===== config.mk =====
export PLATFORM = sky130hd
export DESIGN_NAME = threedeeo_chain
export DESIGN_NICKNAME = d
export VERILOG_FILES = /design/src/rtl/threedeeo_pkg.sv /design/src/rtl/threedeeo_chain_sync_edge.sv /design/src/rtl/threedeeo_chain.sv
export SDC_FILE = /design/constraint.sdc
export NUM_CORES = 1
export LEC_CHECK = 0
export ABC_AREA = 1
export CAP_MARGIN = 20
export CORE_MARGIN = 5
export CORE_UTILIZATION = 54
export DETAILED_ROUTE_END_ITERATION = 8
export HOLD_SLACK_MARGIN = 0.03
export PLACE_DENSITY_LB_ADDON = 0.3
export REMOVE_ABC_BUFFERS = 1
export SLEW_MARGIN = 10
export SYNTH_ARGS = -nofsm -noshare
export SYNTH_HDL_FRONTEND = slang
export SYNTH_SLANG_ARGS = --single-unit

===== constraint.sdc =====
create_clock -name system_clock -period 1.82 [get_ports system_clock]
set_input_delay 0.273 -clock system_clock [delete_from_list [all_inputs] [get_ports system_clock]]
set_output_delay 0.273 -clock system_clock [all_outputs]
set_load 0.03 [all_outputs]

===== src/rtl/threedeeo_pkg.sv =====
// threedeeo_pkg: shared defaults, FSM encoding and counter sizing
// for the daisy-chained 3DO controller-port emulator.
package threedeeo_pkg;

   localparam int PAD_BITS_DEFAULT = 16;
   localparam int MAX_PADS         = 8;

   typedef enum logic [1:0] {
      ST_LATCH = 2'd0,
      ST_SHIFT = 2'd1,
      ST_TAIL  = 2'd2
   } state_t;

   // Counter width able to hold 0..total inclusive
   function automatic int cnt_width(input int total);
      return $clog2(total + 1);
   endfunction

endpackage


===== src/rtl/threedeeo_chain_sync_edge.sv =====
// sync_edge: multi-flop synchronizer for one asynchronous console pin,
// with rise/fall pulses derived from the synchronized level.
module sync_edge
   import threedeeo_pkg::*;
#(
   parameter int SYNC_STAGES = 2
) (
   input  logic system_clock,
   input  logic system_reset_n,
   input  logic d,
   output logic q,
   output logic rise,
   output logic fall
);

   logic [SYNC_STAGES-1:0] r_sync;
   logic                   r_prev;

   always_ff @(posedge system_clock or negedge system_reset_n) begin
      if (!system_reset_n) begin
         r_sync <= '0;
         r_prev <= 1'b0;
      end else begin
         r_sync <= {r_sync[SYNC_STAGES-2:0], d};
         r_prev <= r_sync[SYNC_STAGES-1];
      end
   end

   assign q    = r_sync[SYNC_STAGES-1];
   assign rise = q & ~r_prev;
   assign fall = ~q & r_prev;

endmodule


===== src/rtl/threedeeo_chain.sv =====
// threedeeo_chain: serves NUM_PADS virtual pads as one daisy-chained
// 3DO serial stream, optionally forwarding a physical downstream chain.
module threedeeo_chain
   import threedeeo_pkg::*;
#(
   parameter int NUM_PADS    = 2,
   parameter int PAD_BITS    = PAD_BITS_DEFAULT,
   parameter int SYNC_STAGES = 2,
   parameter int PASSTHRU    = 1
) (
   input  logic                         system_clock,
   input  logic                         system_reset_n,
   input  logic                         clk,
   input  logic                         ps,
   input  logic                         dat_in,
   input  logic [NUM_PADS*PAD_BITS-1:0] i,
   input  logic [NUM_PADS-1:0]          pad_present,
   output logic                         dat,
   output logic                         busy,
   output logic                         frame_done
);

   localparam int TOT = NUM_PADS * PAD_BITS;
   localparam int CW  = cnt_width(TOT);

   logic w_clk_rise, w_clk_fall, w_clk_s;
   logic w_ps_s, w_ps_rise, w_ps_fall;
   logic w_din_s, w_din_rise, w_din_fall;
   logic w_unused;

   sync_edge #(.SYNC_STAGES(SYNC_STAGES)) u_sync_clk (
      .system_clock  (system_clock),
      .system_reset_n(system_reset_n),
      .d             (clk),
      .q             (w_clk_s),
      .rise          (w_clk_rise),
      .fall          (w_clk_fall)
   );

   sync_edge #(.SYNC_STAGES(SYNC_STAGES)) u_sync_ps (
      .system_clock  (system_clock),
      .system_reset_n(system_reset_n),
      .d             (ps),
      .q             (w_ps_s),
      .rise          (w_ps_rise),
      .fall          (w_ps_fall)
   );

   sync_edge #(.SYNC_STAGES(SYNC_STAGES)) u_sync_din (
      .system_clock  (system_clock),
      .system_reset_n(system_reset_n),
      .d             (dat_in),
      .q             (w_din_s),
      .rise          (w_din_rise),
      .fall          (w_din_fall)
   );

   // ps is acted on as a level, so its rise pulse is redundant
   assign w_unused = ^{w_clk_s, w_clk_fall, w_ps_rise,
                       w_din_rise, w_din_fall};

   logic [PAD_BITS-1:0] w_word [NUM_PADS];
   logic [TOT-1:0]      w_pack;
   logic [CW-1:0]       w_valid;

   for (genvar g = 0; g < NUM_PADS; g++) begin : g_word
      assign w_word[g] = i[TOT-1-g*PAD_BITS -: PAD_BITS];
   end

   // w_valid doubles as the running offset from the MSB
   always_comb begin
      w_pack  = '0;
      w_valid = '0;
      for (int p = 0; p < NUM_PADS; p++) begin
         if (pad_present[p]) begin
            w_pack  = w_pack |
                      ((TOT'(w_word[p]) << (TOT - PAD_BITS)) >> w_valid);
            w_valid = w_valid + CW'(PAD_BITS);
         end
      end
   end

   state_t         r_state, w_state_n;
   logic [TOT-1:0] r_shift, w_shift_n;
   logic [CW-1:0]  r_cnt, w_cnt_n;
   logic [CW-1:0]  r_valid, w_valid_n;
   logic           r_dat, w_dat_n;
   logic           r_done, w_done_n;

   always_ff @(posedge system_clock or negedge system_reset_n) begin
      if (!system_reset_n) begin
         r_state <= ST_LATCH;
         r_shift <= '0;
         r_cnt   <= '0;
         r_valid <= '0;
         r_dat   <= 1'b0;
         r_done  <= 1'b0;
      end else begin
         r_state <= w_state_n;
         r_shift <= w_shift_n;
         r_cnt   <= w_cnt_n;
         r_valid <= w_valid_n;
         r_dat   <= w_dat_n;
         r_done  <= w_done_n;
      end
   end

   always_comb begin
      w_state_n = r_state;
      w_shift_n = r_shift;
      w_cnt_n   = r_cnt;
      w_valid_n = r_valid;
      w_done_n  = 1'b0;
      if (w_ps_s || r_state == ST_LATCH) begin
         w_shift_n = w_pack;
         w_cnt_n   = '0;
         w_valid_n = w_valid;
      end
      if (w_ps_s) begin
         w_state_n = ST_LATCH;
      end else begin
         unique case (r_state)
            ST_LATCH: begin
               if (w_ps_fall)
                  w_state_n = (w_valid == '0) ? ST_TAIL : ST_SHIFT;
            end
            ST_SHIFT: begin
               if (w_clk_rise) begin
                  w_shift_n = r_shift << 1;
                  w_cnt_n   = r_cnt + 1'b1;
                  if (w_cnt_n == r_valid) begin
                     w_state_n = ST_TAIL;
                     w_done_n  = 1'b1;
                  end
               end
            end
            ST_TAIL: begin
               w_state_n = ST_TAIL;
            end
            default: begin
               w_state_n = ST_LATCH;
            end
         endcase
      end
   end

   always_comb begin
      w_dat_n = r_shift[TOT-1];
      if (r_state == ST_TAIL)
         w_dat_n = (PASSTHRU != 0) && w_din_s;
   end

   assign dat        = r_dat;
   assign busy       = (r_state == ST_SHIFT);
   assign frame_done = r_done;

endmodule


==> results.py, run 1 <==
metrics = {
    "run_status": {
        "status": "complete, no violations",
    },
    "sta": {
        "setup_violations": 0,
        "hold_violations": 0,
        "fin_hold_ws_ps": 356,
        "rsz0062_at_grt": "no",
        "relSlewSlack": 0.791,
        "period_share": 0.940,
        "tightest_slew_ps": 314,
        "finalCriticalPeriod_ps": 1710,
        "skew_ps": 6.68,
        "slew_violations": 0,
        "max_freq_mhz": 584,
    },
    "hold_path": {
        "hp-start": "u_sync_clk.r_sync[0]",
        "hp-class": "flip-flop to flip-flop",
    },
    "power": {
        "p_leak_uw": 0.00167,
        "pwr_density_cell_nw_per_um2": 1010,
        "irDropWorstVdd_v": 0.000553,
    },
    "critical_path": {
        "crit_fanout": 9,
        "critPathTopFamily": "buffers and inverters",
        "end_kind": "flip-flop",
        "cp-start-kind": "flip-flop",
        "cp-startpoint": "r_state[0]",
        "max_stage_delay_ps": 410,
        "worstPathCellList": "inv_1 -> ha_1 -> nor2_4 -> buf_4 -> nor2_4 -> buf_4 -> nand3_1 -> nand3_1 -> o21ai_0 -> inv_1",
        "r2r_start": "r_state[0]",
        "worstPathArrival_ps": 1910,
        "worst-setup-path-type": "flip-flop to flip-flop",
        "critPathBufInv": 4,
        "worstPathRequired_ps": 2020,
        "slowest_stage": "dfrtp_1",
    },
    "synth": {
        "syn_avg_cell_area_um2": 8.24,
        "synth_cell_types": 29,
        "async_flop_share": 1.00,
        "synth_compound_area_frac": 0.202,
        "synth_fa_ha_area_frac": 0.0314,
        "synth-simple-area-share": 0.180,
        "seq_area_frac_synth": 0.466,
        "synth_edf_count": 0,
        "synth_mux_area_frac": 0,
        "ys_seq_elements": 52,
        "synth_top_family_by_area": "compound AO/OA/AOI/OAI gates",
        "yosys_most_used_dff": "dfrtp_1",
        "netlist_instances": 339,
        "synth_warnings": 0,
        "synth_xor_area_frac": 0.00314,
        "netlist_area_um2": 2790,
    },
    "drt": {
        "first_iter_violations": 137,
        "vias": 2364,
        "ant_nets": 0,
        "routed_wl_um": 5960,
        "viasPerCell": 5.23,
        "drt_first_pass_iters": 4,
        "drc_errors": 0,
        "wl_per_cell_um": 13.2,
    },
    "floorplan": {
        "io_pins": 42,
        "core_um2": 5070,
        "fp.dieW_um": 81.9,
        "rows": 26,
        "start_util": 0.550,
        "dieArea_um2": 6710,
        "die_h_um": 81.9,
    },
    "placement": {
        "placedCellCount": 440,
        "io_buffers": 41,
        "gp_congestion": 0.845,
        "hpwl_um": 4030,
    },
    "clocking": {
        "clkLatencyLatePin_ps": 310,
        "cts-root-buf": "clkbuf_8",
        "clk_pin_slew_ps": 90,
        "tritoncts": "built",
        "cts_sinks": 52,
        "clockBufferDepth": 2,
        "ctsHtreeMaxLevel": 2,
        "numCtsBuffers": 5,
    },
    "global_route": {
        "grt_max_degree": 53,
        "grt_pass1_wl_um": 9960,
        "grt-ovfl-total": 0,
        "antenna_found_initial": 0,
        "grt_usage": 0.192,
        "grt_pass1_vias": 2232,
    },
    "cells_and_area": {
        "drive_gt1_frac": 0.107,
        "fin_nets": 427,
        "antennaDiodeCount": 0,
        "final_common_cell": "dfrtp_1",
        "stdcell_count": 452,
        "final_cell_mix": "dfrtp_1 (52), inv_1 (49), nand3_1 (41)",
        "area.growth.synth_to_final_pct": 21.4,
    },
    "flow_run": {
        "maxCapViolCount": 0,
    },
}
[cells in the mapped netlist (all sizes together), types with 2 or more instances]
cell type | number | share of area
o21ai | 38 | 0.068
a21oi | 39 | 0.085
ha | 7 | 0.031
inv | 52 | 0.070
nand2 | 36 | 0.051
nand3 | 42 | 0.077
nor2 | 27 | 0.044
o22ai | 15 | 0.034
clkbuf | 6 | 0.0085
buf | 15 | 0.038
nand4 | 2 | 0.0045
dfrtp | 52 | 0.47
[power by group]
group	leakage, uW	switching, uW	internal (uW)
registers	0.000659	119	1420
logic	0.000969	719	483
clock network	0.0000455	378	311
total	0.00167	1220	2210
[metal layers]
metal | part of all wire | up-vias | wire length (um) | GRT usage
li1 | - | 1201 | - | -
met1 | 0.44 | 1118 | 2620 | 0.245
met2 | 0.51 | 36 | 3020 | 0.321
met3 | 0.040 | 9 | 240 | 0.0340
met4 | 0.014 | 0 | 82 | 0.0781
met5 | 0 | - | 0 | 0
[worst register-to-register path, delay by kind of cell (launching register included)]
kind	cells	cell delay (ps)
buffers and inverters	4	500
flip-flops	1	410
AND/OR/NAND/NOR	4	350
adder cells (fa/ha/maj)	1	250
AO/OA/AOI/OAI	1	80
[final cells by class]
class	instances	area [um2]
Multi-Input combinational cell	213	1160
Sequential cell	52	1300
Tap cell	70	87.6
Inverter	53	203
Fill cell	451	1680
Clock buffer	8	90.1
Timing Repair Buffer	56	548
[through the flow]
stage / util / setup TNS (ps) / instance area (um2) / setup slack, ps / total power (uW)
after global placement: 0.643 / 0 / 3260 / 156 / 2690
after global routing: 0.668 / 0 / 3390 / 9.92 / 3680
after CTS: 0.662 / 0 / 3360 / 50.1 / 3420
after floorplan: - / -2290 / 2660 / -224 / 2320
final: 0.668 / 0 / 3390 / 109 / 3430
after detailed placement: 0.643 / 0 / 3260 / 75.3 / 2730
[final timing paths]
kind                                         to  slack [ps]  cells past startpoint
setup / recovery                     r_shift[8]         110                     10
hold reg to reg            u_sync_clk.r_sync[1]         360                      0
setup reg to reg                     r_shift[8]         110                     10
max in group asynchronous            r_valid[5]        1070                      3
min in group asynchronous           r_shift[27]         490                      3
hold / removal             u_sync_clk.r_sync[1]         360                      0
[state kept, by name, summed over array words and instances, names as in the netlist]
register	count
r_cnt	6
dat	1
u_sync_ps.r_sync	2
r_valid	2
r_state	2
u_sync_clk.r_sync	2
u_sync_din.r_sync	2
r_shift	32
u_sync_clk.r_prev	1
frame_done	1
u_sync_ps.r_prev	1
[logic make-up after synthesis]
logic type,after synthesis
AO/OA/AOI/OAI,97
flip-flops,52
AND/OR/NAND/NOR,108
adder cells (fa/ha/maj),7
XOR/XNOR,1
buffers and inverters,74
[repair_timing]
| item | in CTS | in global routing |
|---|---|---|
| gates resized for setup | 1 | 3 |
| pin swaps | 0 | 1 |
| endpoints found under the hold margin | 52 | 0 |
| endpoints found under the setup margin | 1 | 30 |
| hold buffers | 1 | 0 |
| buffers inserted | 0 | 3 |
Note: power is estimated with default switching activity, not from simulation.
==> inputs of run 2 (changes only) <==
- GPL_ROUTABILITY_DRIVEN: unset -> 0
==> results of run 2 <==
Same layout as run 1: the final DEF is identical, and so are final timing and power.
